==> src/rtl/accum64_pkg.sv <==
// Shared types and helpers for the accum64 streaming accumulator.
// Build option: define ACCUM64_SAT_EN to saturate the running total on carry-out.
package accum64_pkg;

    typedef enum logic [0:0] {
        ST_ACC  = 1'b0,
        ST_HOLD = 1'b1
    } state_e;

    localparam logic [63:0] SAT_ONES = 64'hFFFF_FFFF_FFFF_FFFF;

    // Increment by one when inc is set, sticking at max_val; callers pass counters up to 32 bits wide.
    function automatic logic [31:0] sat_inc(input logic [31:0] val,
                                            input logic [31:0] max_val,
                                            input logic        inc);
        logic [31:0] res;
        if (inc && (val != max_val)) begin
            res = val + 32'd1;
        end else begin
            res = val;
        end
        return res;
    endfunction

endpackage

==> src/rtl/adder64.sv <==
// Combinational 64-bit unsigned adder with carry-out.
module adder64 (
    input  logic [63:0] A,
    input  logic [63:0] B,
    output logic [63:0] S,
    output logic        C64
);

    assign {C64, S} = {1'b0, A} + {1'b0, B};

endmodule

==> src/rtl/accum64.sv <==
// Packet reduction stage: folds a stream of 64-bit operands into a total, operand count and carry count.
// Build option: ACCUM64_SAT_EN makes any carry-out pin the total at all-ones for the rest of the packet.
module accum64
    import accum64_pkg::*;
#(
    parameter int CNT_W = 16
) (
    input  logic             clk,
    input  logic             rst_n,
    input  logic             in_valid,
    output logic             in_ready,
    input  logic [63:0]      in_data,
    input  logic             in_last,
    output logic             out_valid,
    input  logic             out_ready,
    output logic [63:0]      out_sum,
    output logic [CNT_W-1:0] out_count,
    output logic [CNT_W-1:0] out_carries
);

    localparam logic [CNT_W-1:0] CNT_MAX = '1;

    state_e           state_q, state_d;
    logic [63:0]      acc_q, acc_d;
    logic [CNT_W-1:0] cnt_q, cnt_d;
    logic [CNT_W-1:0] cry_q, cry_d;
    logic             out_valid_q, out_valid_d;
    logic [63:0]      out_sum_q, out_sum_d;
    logic [CNT_W-1:0] out_count_q, out_count_d;
    logic [CNT_W-1:0] out_carries_q, out_carries_d;

    logic [63:0]      add_s;
    logic             add_c;
    logic             accept_s;
    logic [31:0]      cnt_inc_s;
    logic [31:0]      cry_inc_s;

    adder64 u_adder (
        .A   (acc_q),
        .B   (in_data),
        .S   (add_s),
        .C64 (add_c)
    );

    assign in_ready = (state_q == ST_ACC);
    assign accept_s = in_valid & in_ready;

    // Next-state, accumulator update and result capture.
    always_comb begin
        state_d       = state_q;
        acc_d         = acc_q;
        cnt_d         = cnt_q;
        cry_d         = cry_q;
        out_valid_d   = out_valid_q;
        out_sum_d     = out_sum_q;
        out_count_d   = out_count_q;
        out_carries_d = out_carries_q;
        cnt_inc_s     = sat_inc(32'(cnt_q), 32'(CNT_MAX), 1'b1);
        cry_inc_s     = sat_inc(32'(cry_q), 32'(CNT_MAX), add_c);

        case (state_q)
            ST_ACC: begin
                if (accept_s) begin
`ifdef ACCUM64_SAT_EN
                    acc_d = add_c ? SAT_ONES : add_s;
`else
                    acc_d = add_s;
`endif
                    cnt_d = CNT_W'(cnt_inc_s);
                    cry_d = CNT_W'(cry_inc_s);
                    if (in_last) begin
                        // Results are captured from the post-update values so they appear one cycle later.
                        state_d       = ST_HOLD;
                        out_valid_d   = 1'b1;
                        out_sum_d     = acc_d;
                        out_count_d   = cnt_d;
                        out_carries_d = cry_d;
                    end else begin
                        state_d = ST_ACC;
                    end
                end else begin
                    state_d = ST_ACC;
                end
            end
            ST_HOLD: begin
                if (out_ready) begin
                    state_d       = ST_ACC;
                    acc_d         = 64'd0;
                    cnt_d         = '0;
                    cry_d         = '0;
                    out_valid_d   = 1'b0;
                    out_sum_d     = 64'd0;
                    out_count_d   = '0;
                    out_carries_d = '0;
                end else begin
                    state_d = ST_HOLD;
                end
            end
            default: begin
                state_d       = ST_ACC;
                acc_d         = 64'd0;
                cnt_d         = '0;
                cry_d         = '0;
                out_valid_d   = 1'b0;
                out_sum_d     = 64'd0;
                out_count_d   = '0;
                out_carries_d = '0;
            end
        endcase
    end

    // State and datapath registers with synchronous active-low reset.
    always_ff @(posedge clk) begin
        if (!rst_n) begin
            state_q       <= ST_ACC;
            acc_q         <= 64'd0;
            cnt_q         <= '0;
            cry_q         <= '0;
            out_valid_q   <= 1'b0;
            out_sum_q     <= 64'd0;
            out_count_q   <= '0;
            out_carries_q <= '0;
        end else begin
            state_q       <= state_d;
            acc_q         <= acc_d;
            cnt_q         <= cnt_d;
            cry_q         <= cry_d;
            out_valid_q   <= out_valid_d;
            out_sum_q     <= out_sum_d;
            out_count_q   <= out_count_d;
            out_carries_q <= out_carries_d;
        end
    end

    assign out_valid   = out_valid_q;
    assign out_sum     = out_sum_q;
    assign out_count   = out_count_q;
    assign out_carries = out_carries_q;

endmodule

==> config.mk <==
export PLATFORM = sky130hd
export DESIGN_NAME = accum64
export DESIGN_NICKNAME = d
export VERILOG_FILES = /design/src/rtl/accum64_pkg.sv /design/src/rtl/adder64.sv /design/src/rtl/accum64.sv
export SDC_FILE = /design/constraint.sdc
export NUM_CORES = 1
export LEC_CHECK = 0
export CORE_AREA = 2 2 160 162
export CTS_BUF_LIST = sky130_fd_sc_hd__clkbuf_4 sky130_fd_sc_hd__clkbuf_8 sky130_fd_sc_hd__clkbuf_16
export CTS_CLUSTER_SIZE = 16
export DETAILED_ROUTE_END_ITERATION = 7
export DIE_AREA = 0 0 162 164
export PLACE_DENSITY_LB_ADDON = 0.15
export SYNTH_ARGS = -nofsm -noshare
export SYNTH_HDL_FRONTEND = slang
export SYNTH_SLANG_ARGS = --single-unit
==> constraint.sdc <==
create_clock -name clk -period 5 [get_ports clk]
set_input_delay 1 -clock clk [delete_from_list [all_inputs] [get_ports clk]]
set_output_delay 1 -clock clk [all_outputs]
set_load 0.1 [all_outputs]
==> metrics.log <==
INFO  metric outcome = completed
INFO  metric switching_share = 0.4010
INFO  metric postSynthNetCount = between 1500 and 2000
INFO  metric largest_delay_share_family_worst_path = compound AO/OA/AOI/OAI gates
INFO  metric ctsHtreeMaxLevel = 4
INFO  metric timing.critical_path.slowest_cell_delay = 0.55 ns
INFO  metric final_hold_violation_count = 0
INFO  metric drc = 0
INFO  metric layout_setup_ws = 0.8108 ns
INFO  metric timing.rr.start = acc_q[7]
INFO  metric post_synth_most_frequent_cells = 226 x nand2_1, 194 x dfxtp_1, 167 x a21oi_1
INFO  metric synth.top_cells.by_area = dfxtp_1 35%, nand2_1 7.7%, a21oi_1 7.6%, ha_1 7.5%, a22o_1 4.1%
INFO  metric grt_pass1_wl = about 53000 um
INFO  metric synth.yosys.seq_area_share = 0.3540
INFO  metric netlist.top_cell.by_area = dfxtp_1
INFO  metric via_count_of_the_routed_design = approximately 11000
INFO  metric flop_pwr_share = 0.356
INFO  metric detailedPlacementHpwl = about 25000 um
INFO  metric cts_resized = 0
INFO  metric path_common_cell = a21oi_1
INFO  metric ctsRootBufferMaster = clkbuf_16
INFO  metric number_of_iterations_in_the_first_detailed_routing_pass = 5
INFO  metric finClkSkew = 0.01204 ns
INFO  metric timing.critical_path.required = around 5.3 ns
INFO  metric critical_path.startpoint_type = input pin
INFO  metric synth_ff_type = dfxtp_1
INFO  metric worstSetupEndpointType = register
INFO  metric final_layout_size_suffix_gt1_frac = 0.04628
INFO  metric layout.nets = 1657
INFO  metric wl_per_cell = 17.85 um
INFO  metric switchingPower = 1.984 mW
INFO  metric filler_cell_count = 2447
INFO  metric cts_buffers = 17
INFO  metric syn_to_final_growth = 23.24%
INFO  metric cts_hold_repair.buffers = 0
INFO  metric drv.max_cap_violation_count = 0
INFO  metric fin_setup_tns = 0 ns
INFO  metric grt_util_all_layers = 0.2506
INFO  metric p_int = 2.965 mW
INFO  metric gp_congestion = 0.9230
INFO  metric floorplan.initialDensity = 0.4420
INFO  metric share_comb_of_total_power = 0.372
INFO  metric die_h = 164 um
INFO  metric power_density = 366.0 mW/mm^2
INFO  metric die_width = 162 um
INFO  metric cp_cell_sequence = clkdlybuf4s50_1, ha_1, fa_1, a211oi_1, o211ai_1, a21oi_1, or4_4, nand3_2, a31oi_2, o31a_1, a2111oi_4, a21oi_1, a311oi_1
INFO  metric share_clk_of_total_power = 0.272
INFO  metric cts.repair_timing.setup_buffer_count = 0
INFO  metric timing.final.crit_period = 4.189 ns
INFO  metric post_layout_nonfiller_instances = about 1900
INFO  metric max_freq = 238.7 MHz
INFO  metric post-route-period-util = 0.8378
INFO  metric synth_largest_type_area_fraction = 0.3540
INFO  metric worstSetupPathType = in -> reg
INFO  metric holdCritStartpoint = out_carries[0]
INFO  metric cp_data_arrival_time = roughly 4.5 ns
INFO  metric maximum_fanout_encountered_on_the_critical_timing_path = 4
INFO  metric design_power_total = 4.949 mW
INFO  metric starting_drt_drc_count = about 570
INFO  metric ant_nets = 0
INFO  metric grt_setup_unrepaired = false
INFO  metric cts_max_path_buffers = 2
INFO  metric clk_latency = 0.44 ns
INFO  metric ys_ff_latch = 194
INFO  metric antenna_found_initial = 0
INFO  metric grt_overflow = 0
INFO  metric post_cts_clock_slew_at_the_launch_and_capture_registers_of_the_worst_setup_and_hold_paths = 0.07 ns
INFO  metric synth_enable_flop_cells = 0
INFO  metric critPathLaunch = in_data[0]
INFO  metric placed_cells = 1832
INFO  metric detail_route.vias_per_cell = 5.686
INFO  metric worst-slew-pin-transition = 1.066 ns
INFO  metric io_buffer_count = 166
INFO  metric dieArea = between 0.02 and 0.03 mm^2
INFO  metric boundaryPins = ~170
INFO  metric hold_path_class = reg -> reg
INFO  metric grt_max_degree = 53
INFO  metric crit_path_top_delay_cell = or4_4
INFO  metric yosys_warnings = 0
INFO  metric post_synth_instance_area = 0.01097 mm^2
INFO  metric cp.buffers_inverters = 1
INFO  metric placed_cell_area = ~0.013 mm^2
INFO  metric syn-mean-instance-area = slightly below 8 um^2
INFO  metric clock-sinks = 194
INFO  metric layout.cell_area.non_filler = 0.01352 mm^2
INFO  metric synth_async_sr_flop_share = 0
INFO  metric number_of_global_route_vias_before_repair = 10250
INFO  metric clock_tree_from_tritoncts = built
INFO  metric drt_wl_total = 33280 um
INFO  metric dp_slack = ~0.34 ns
INFO  metric slew_hr = 0.2871
INFO  metric postSynthCellCount = 1393
INFO  metric slew_viol_final = 0
INFO  metric max-vdd-ir-drop = 203.2 uV
INFO  metric total_leakage_power = 5.288 nW
INFO  metric design.core.area = 0.02482 mm^2
INFO  metric yosys.cell_count.top_type = nand2_1
INFO  metric antenna_cells = 0
INFO  metric placement_rows = 58
INFO  metric ys_types = between 60 and 70
INFO  metric finalSetupViolations = 0
-- cells in the final DEF (no fill, tap or decap), types with 20 or more instances in the layout --
| cell type | netlist | routed |
|---|---|---|
| nand3_1 | 47 | 47 |
| nand2_1 | 226 | 226 |
| ha_1 | 66 | 66 |
| a22o_1 | 51 | 51 |
| xnor2_1 | 36 | 36 |
| o21ai_0 | 89 | 89 |
| nand4_1 | 22 | 22 |
| dfxtp_1 | 194 | 194 |
| xor2_1 | 50 | 50 |
| clkdlybuf4s50_1 | 0 | 166 |
| a21o_1 | 38 | 38 |
| nor2_1 | 112 | 108 |
| buf_4 | 0 | 23 |
| a21oi_1 | 167 | 165 |
| nor3_1 | 20 | 20 |
-- cell type report --
| type | count | area [um^2] | area share |
|---|---|---|---|
| clock buffer | 19 | 452.9 | 0.03350 |
| clock inverter | 13 | 120.1 | 0.008884 |
| inverter | 17 | 63.81 | 0.004720 |
| multi-input combinational | 1102 | 6753 | 0.4994 |
| sequential | 194 | 3884 | 0.2872 |
| tap | 330 | 412.9 | 0.03054 |
| timing repair buffer | 189 | 1834 | 0.1357 |
-- worst register-to-register path, cell delays in order, from the launching register on --
cell       delay (ns)
dfxtp_1          0.32
ha_1             0.40
o21ai_0          0.13
a21oi_1          0.40
a21oi_1          0.17
or4_4            0.55
nand3_2          0.14
a31oi_2          0.17
o31a_1           0.38
a2111oi_4        0.39
a21oi_1          0.12
a311oi_1         0.25
-- sequential cells by signal, indices dropped and copies added (netlist names) --
name,count
acc_q,64
out_carries,16
out_sum,64
out_valid,1
out_count,16
state_q,1
cry_q,16
cnt_q,16
-- worst paths after layout --
check,cells past startpoint,end,slack (ns)
max,13,cry_q[14],0.81
min,2,out_carries[0],0.45
max reg2reg,11,cry_q[14],1.48
min reg2reg,2,out_carries[0],0.45
-- cells by family after synthesis --
kind of cell             count (synthesis)  share of synthesized area
flip-flops                             194                     0.3540
AND/OR/NAND/NOR                        490                     0.1984
multiplexers                             3                   0.002737
XOR/XNOR                                86                    0.06866
AO/OA/AOI/OAI                          456                     0.2652
adder cells (fa/ha/maj)                 67                    0.07710
buffers and inverters                   97                    0.03387
-- metrics by stage --
| stage | utilization | hold slack (ns) |
|---|---|---|
| after floorplan | - | 0.4291 |
| after global placement | 0.5217 | 0.4376 |
| after detailed placement | 0.5217 | 0.4416 |
| after CTS | 0.5448 | 0.4574 |
| after global routing | 0.5448 | 0.4727 |
| final | 0.5448 | 0.4517 |
-- power groups by stage --
stage	sequential (mW)	clock, mW	combinational [mW]
after floorplan	2.17	0	0.969
after global placement	1.80	0	1.83
after detailed placement	1.80	0	1.83
after CTS	1.76	1.38	1.84
after global routing	1.78	1.43	1.99
final	1.76	1.35	1.84
-- per-layer routing --
| layer | part of all wire | track usage |
|---|---|---|
| met3 | 0.060 | 0.05379 |
| met1 | 0.45 | 0.3172 |
| met5 | 0 | 0 |
| met4 | 0.028 | 0.08488 |
| met2 | 0.46 | 0.4242 |
Note: power is estimated with default switching activity, not from simulation.
